File: config.mk
export PLATFORM = sky130hd
export DESIGN_NAME = alu_writeback
export DESIGN_NICKNAME = d
export VERILOG_FILES = /design/src/rtl/cpu_pkg.sv /design/src/rtl/wb_fifo.sv /design/src/rtl/alu_writeback.sv
export SDC_FILE = /design/constraint.sdc
export NUM_CORES = 1
export LEC_CHECK = 0
export CORE_MARGIN = 3
export CORE_UTILIZATION = 23
export DETAILED_ROUTE_END_ITERATION = 10
export GPL_ROUTABILITY_DRIVEN = 0
export GPL_TIMING_DRIVEN = 1
export PLACE_DENSITY = 0.49
export SYNTH_ARGS = -nofsm -noshare
export SYNTH_HDL_FRONTEND = slang
export SYNTH_HIERARCHICAL = 1
export SYNTH_SLANG_ARGS = --single-unit
File: constraint.sdc
create_clock -name clk -period 4.49 [get_ports clk]
set_clock_uncertainty 0.05 [all_clocks]
set_input_delay 1.347 -clock clk [delete_from_list [all_inputs] [get_ports clk]]
set_output_delay 1.347 -clock clk [all_outputs]
set_load 0.005 [all_outputs]
File: src/rtl/cpu_pkg.sv
// Shared CPU definitions: word and register widths, flag bit positions and
// the commit-buffer entry layout used by the writeback stage.
package cpu_pkg;

    localparam int WORD_W = 16;
    localparam int REG_AW = 3;
    localparam int NZCV_W = 4;

    localparam int FLAG_N = 3;
    localparam int FLAG_Z = 2;
    localparam int FLAG_C = 1;
    localparam int FLAG_V = 0;

    typedef struct packed {
        logic [WORD_W-1:0] res;
        logic [NZCV_W-1:0] nzcv;
        logic [REG_AW-1:0] rd;
        logic              we;
        logic              fwe;
    } wb_entry_t;

    localparam int ENTRY_W = $bits(wb_entry_t);

endpackage

File: src/rtl/wb_fifo.sv
// Circular commit buffer: storage, read/write pointers and occupancy count.
// The raw storage is exported so the writeback stage can scan pending entries.
module wb_fifo #(
    parameter int DEPTH = 2,
    parameter int W     = 8,
    localparam int PW   = $clog2(DEPTH)
) (
    input  logic                    clk,
    input  logic                    rst_n,
    input  logic                    push_i,
    input  logic                    pop_i,
    input  logic [W-1:0]            din_i,
    output logic                    full_o,
    output logic                    empty_o,
    output logic [PW:0]             count_o,
    output logic [PW-1:0]           rd_ptr_o,
    output logic [DEPTH-1:0][W-1:0] mem_o
);

    logic [DEPTH-1:0][W-1:0] mem_q;
    logic [PW-1:0]           wr_ptr_q;
    logic [PW-1:0]           rd_ptr_q;
    logic [PW:0]             count_q;
    logic                    push_ok;
    logic                    pop_ok;

    assign full_o   = (count_q == (PW+1)'(DEPTH));
    assign empty_o  = (count_q == '0);
    assign push_ok  = push_i && !full_o;
    assign pop_ok   = pop_i && !empty_o;
    assign count_o  = count_q;
    assign rd_ptr_o = rd_ptr_q;
    assign mem_o    = mem_q;

    // DEPTH is a power of two, so pointers wrap by plain overflow
    always_ff @(posedge clk or negedge rst_n) begin
        if (!rst_n) begin
            mem_q    <= '0;
            wr_ptr_q <= '0;
            rd_ptr_q <= '0;
            count_q  <= '0;
        end else begin
            if (push_ok) begin
                mem_q[wr_ptr_q] <= din_i;
                wr_ptr_q        <= wr_ptr_q + 1'b1;
            end
            if (pop_ok) begin
                rd_ptr_q <= rd_ptr_q + 1'b1;
            end
            case ({push_ok, pop_ok})
                2'b10:   count_q <= count_q + 1'b1;
                2'b01:   count_q <= count_q - 1'b1;
                default: count_q <= count_q;
            endcase
        end
    end

endmodule

File: src/rtl/alu_writeback.sv
// ALU writeback stage: buffers ALU results and commits them in order to the
// register file and flags. Define WB_BYPASS_EN to forward pending results.
module alu_writeback
    import cpu_pkg::*;
#(
    parameter int DEPTH = 2,
    parameter int NREGS = 8
) (
    input  logic              clk,
    input  logic              rst_n,
    input  logic              in_valid,
    output logic              in_ready,
    input  logic [WORD_W-1:0] in_res,
    input  logic [NZCV_W-1:0] in_nzcv,
    input  logic [REG_AW-1:0] in_rd,
    input  logic              in_we,
    input  logic              in_fwe,
    input  logic              wb_hold,
    input  logic [REG_AW-1:0] ra_addr,
    input  logic [REG_AW-1:0] rb_addr,
    output logic [WORD_W-1:0] ra_data,
    output logic [WORD_W-1:0] rb_data,
    output logic              hazard_a,
    output logic              hazard_b,
    output logic [NZCV_W-1:0] flags,
    output logic [15:0]       commit_cnt
);

    localparam int PW = $clog2(DEPTH);

    wb_entry_t                     in_ent;
    wb_entry_t                     head;
    wb_entry_t [DEPTH-1:0]         pend;
    logic      [DEPTH-1:0]         live;
    logic      [DEPTH-1:0][ENTRY_W-1:0] mem_w;
    logic      [PW-1:0]            rd_ptr_w;
    logic      [PW:0]              count_w;
    logic                          full;
    logic                          empty;
    logic                          push;
    logic                          pop;

    logic [WORD_W-1:0] regs_q [NREGS];
    logic [NZCV_W-1:0] flags_q;
    logic [15:0]       commit_cnt_q;

    assign in_ent = '{res: in_res, nzcv: in_nzcv, rd: in_rd, we: in_we, fwe: in_fwe};
    assign push     = in_valid && !full;
    assign pop      = !empty && !wb_hold;
    assign in_ready = !full;

    wb_fifo #(
        .DEPTH (DEPTH),
        .W     (ENTRY_W)
    ) u_fifo (
        .clk      (clk),
        .rst_n    (rst_n),
        .push_i   (push),
        .pop_i    (pop),
        .din_i    (in_ent),
        .full_o   (full),
        .empty_o  (empty),
        .count_o  (count_w),
        .rd_ptr_o (rd_ptr_w),
        .mem_o    (mem_w)
    );

    // pend[0] is the oldest entry, pend[count-1] the youngest
    always_comb begin
        for (int k = 0; k < DEPTH; k++) begin
            pend[k] = mem_w[rd_ptr_w + PW'(k)];
            live[k] = ((PW+1)'(k) < count_w);
        end
    end

    assign head = pend[0];

    always_ff @(posedge clk or negedge rst_n) begin
        if (!rst_n) begin
            for (int i = 0; i < NREGS; i++) begin
                regs_q[i] <= '0;
            end
            flags_q      <= '0;
            commit_cnt_q <= '0;
        end else if (pop) begin
            if (head.we && (head.rd != '0)) begin
                regs_q[head.rd] <= head.res;
            end
            if (head.fwe) begin
                flags_q[FLAG_N] <= head.nzcv[FLAG_N];
                flags_q[FLAG_Z] <= head.nzcv[FLAG_Z];
                flags_q[FLAG_C] <= head.nzcv[FLAG_C];
                flags_q[FLAG_V] <= head.nzcv[FLAG_V];
            end
            commit_cnt_q <= commit_cnt_q + 16'd1;
        end
    end

    assign flags      = flags_q;
    assign commit_cnt = commit_cnt_q;

    logic              a_hit, b_hit;
    logic [WORD_W-1:0] a_fwd, b_fwd;
    logic [WORD_W-1:0] a_arch, b_arch;

    // Scan oldest to youngest so the youngest matching write wins
    always_comb begin
        a_hit = 1'b0;
        b_hit = 1'b0;
        a_fwd = '0;
        b_fwd = '0;
        for (int k = 0; k < DEPTH; k++) begin
            if (live[k] && pend[k].we && (pend[k].rd == ra_addr)) begin
                a_hit = 1'b1;
                a_fwd = pend[k].res;
            end
            if (live[k] && pend[k].we && (pend[k].rd == rb_addr)) begin
                b_hit = 1'b1;
                b_fwd = pend[k].res;
            end
        end
    end

    assign a_arch = (ra_addr == '0) ? '0 : regs_q[ra_addr];
    assign b_arch = (rb_addr == '0) ? '0 : regs_q[rb_addr];

    logic unused_pend;
    assign unused_pend = ^pend;

`ifdef WB_BYPASS_EN
    assign ra_data  = (a_hit && (ra_addr != '0)) ? a_fwd : a_arch;
    assign rb_data  = (b_hit && (rb_addr != '0)) ? b_fwd : b_arch;
    assign hazard_a = 1'b0;
    assign hazard_b = 1'b0;
`else
    logic unused_fwd;
    assign unused_fwd = ^{a_fwd, b_fwd};
    assign ra_data  = a_arch;
    assign rb_data  = b_arch;
    assign hazard_a = a_hit && (ra_addr != '0);
    assign hazard_b = b_hit && (rb_addr != '0);
`endif

endmodule

==> results.py <==
metrics = {
    "floorplan": {
        "initial_core_util": 0.235,
        "coreArea_um2": 41300,
        "die_h_um": 212,
        "row_count": 74,
        "fp.dieW_um": 212,
        "io_pins": 90,
        "die_area_um2": 44800,
    },
    "sta": {
        "maxSlewHeadroom": 0.401,
        "holdWs_ns": 0.328,
        "setup_violations": 0,
        "min_period_over_period": 0.981,
        "final_max_slew_viol_count": 0,
        "worstMarginPinSlew_ns": 0.873,
        "hold_violations": 0,
        "grt_setup_unrepaired": "false",
        "layout_min_cycle_time_ns": 4.40,
        "clock.fmax_ghz": 0.227,
    },
    "drt": {
        "drt-wirelength-per-cell_um": 18.1,
        "via_count": 6637,
        "drt_pass1_iterations": 4,
        "drc_errors": 0,
        "first_iter_violations": 386,
        "drtAntennaViolNets": 0,
        "wl_mm": 26.6,
        "via_per_inst": 4.50,
    },
    "yosys": {
        "synth.area.top_cells": "dfrtp_1, mux4_2, mux2_2",
        "yosysSeqAreaShare": 0.489,
        "syn-num-nets": 869,
        "syn_avg_cell_area_um2": 11.7,
        "synth_cells": 832,
        "synth_seq_cells": 190,
        "synth_edf_count": 0,
        "yosysWarnings": 6,
        "synth_compound_area_frac": 0.118,
        "ys_types": 49,
        "synth_top_area_cell": "dfrtp_1",
        "synth_simple_gate_area_frac": 0.0852,
        "synth_top_area_frac": 0.489,
        "async_reset_ff_frac": 1.00,
        "ys.flop_type": "dfrtp_1",
        "synthesis.area_um2": 9720,
        "synthAdderAreaFrac": 0.00257,
        "muxShareOfSynthArea": 0.225,
        "synthXorXnorAreaFrac": 0.0279,
        "synth_top_family_by_area": "multiplexers",
    },
    "layout": {
        "drive_above_1_share": 0.224,
        "nets": 965,
        "final_cell_mix": "dfrtp_1, a21oi_1, nor2_1, clkdlybuf4s50_1, mux2_2",
        "area_delta_synth_final_pct": 23.5,
        "layout_commonest_cell": "dfrtp_1",
        "finalCoreUtilization": 0.291,
    },
    "global_route": {
        "antenna_found_initial": 4,
        "gr-total-overflow": 0,
        "grt_pass1_vias": 6704,
        "groute.layer.met2.usage": 0.184,
        "globalRouteMet3Util": 0.0305,
        "met1_usage": 0.166,
        "grt_max_degree": 87,
        "grt_pass1_wl_mm": 41.0,
        "gr-max-usage-layer": "met2",
        "grt_use_total": 0.120,
    },
    "clocking": {
        "clock_sinks": 190,
        "cts_buffer_depth": 2,
        "cts_hold_buf": 0,
        "clk_latency_ns": 0.45,
        "cts_buffers": 17,
        "cts_tree": "done",
        "h-tree-depth": 4,
        "cts-root-buf": "clkbuf_16",
        "clkTransAtPathRegs_ns": 0.08,
    },
    "power": {
        "peakVddDrop_uv": 234,
        "p_leak_nw": 4.95,
        "power_density_nw_per_um2": 670,
    },
    "worst_setup_path": {
        "cp.arrival_ns": 3.01,
        "critPathCaptureType": "primary output",
        "rr_worst_depth": 7,
        "required_ns": 3.09,
        "regToRegSetupSlack_ns": 1.76,
        "worstReg2RegStart": "u_fifo/count_o[1]$_DFFE_PN0P_",
        "rr_endpoint": "u_fifo/count_o[1]$_DFFE_PN0P_",
        "setup.worst_path.class": "primary input to primary output",
        "startpoint_type": "primary input",
        "critPathMaxFanout": 10,
    },
    "worst_hold_path": {
        "worstHoldPathCells": 0,
        "whs_endpoint": "regs_q[126]$_DFFE_PN0P_",
        "worstHoldStart": "regs_q[126]$_DFFE_PN0P_",
        "holdCritPathClass": "flop to flop",
    },
    "placed_design": {
        "portBuffers": 89,
        "hpwl_mm": 18.2,
    },
    "run": {
        "cap_violations": 0,
    },
    "status": {
        "outcome": "completed",
    },
}
## synthesized netlist by cell type (all sizes together), types with 13 or more instances
library cell  count
mux4             32
nand2            25
a21oi           118
xor2             16
buf              41
xnor2            15
dfrtp           190
mux2             78
o21ai            13
a22oi            13
a221oi           17
inv              33
mux2i            50
clkbuf           19
nor2            111
## worst max path at each step
stage / from / to / cells after the start
floorplan: rb_addr[1] / rb_data[10] / 5
global placement: ra_addr[2] / ra_data[12] / 6
detailed placement: ra_addr[2] / ra_data[12] / 6
CTS: rb_addr[2] / hazard_b / 6
global route: ra_addr[0] / ra_data[1] / 7
finish: ra_addr[0] / ra_data[1] / 7
## registers in the layout, summed over array words and instances (netlist names)
signal,flops
u_fifo/mem_o,50
u_fifo/count_o,2
regs_q,116
u_fifo/rd_ptr_o,1
u_fifo/wr_ptr_q,1
flags,4
commit_cnt,16
## area by class of cell
| type | count | area (um^2) |
|---|---|---|
| clock inverters | 14 | 150 |
| diodes | 1 | 2.50 |
| clock buffers | 18 | 439 |
| fillers | 4243 | 29300 |
| flip-flops and latches | 190 | 4760 |
| multi-input cells | 548 | 4460 |
| inverters | 34 | 128 |
| repair buffers | 137 | 1400 |
| well taps | 532 | 666 |
## metal layers
layer / vias to the layer above / share of wire
met5: - / 0.0011
met4: 6 / 0.015
li1: 3155 / -
met3: 28 / 0.050
met2: 113 / 0.46
met1: 3335 / 0.47
## through the flow
stage	instance area (um^2)	power, mW	setup TNS (ns)	std cells	setup WS (ns)
5_1_grt	12000	8.63	0	1473	0.0133
3_3_place_gp	11300	6.48	-0.728	1437	-0.183
2_1_floorplan	9720	5.42	0	832	0.432
4_1_cts	11900	8.14	0	1469	0.000368
6_report	12000	8.04	0	1474	0.0857
3_5_place_dp	11300	6.57	-0.792	1437	-0.205
## worst max-delay path, stage by stage
cell and delay, ns:
clkbuf_4 0.19, buf_12 0.17, mux4_2 0.52, nand2_1 0.08, o21ai_0 0.09, buf_4 0.15, clkdlybuf4s50_1 0.44
## what timing repair did
| item | 4_1_cts | 5_1_grt |
|---|---|---|
| cloned | 0 | 2 |
| setup endpoints to repair | 8 | 10 |
| resized for setup | 5 | 3 |
| setup buffers | 0 | 2 |
| endpoints found under the hold margin | 0 | 0 |
## where the power goes
part | switching, mW | internal, mW
combinational | 1.62 | 1.71
sequential | 0.636 | 2.53
clock | 0.738 | 0.801
total | 3.00 | 5.04
## cells by family after synthesis
logic type	after synthesis
flops	190
mux	160
xor+xnor	31
simple gates	179
fa+ha+maj	2
buf+inv	94
compound gates	176
No activity file was read; power rests on OpenSTA's default activity.
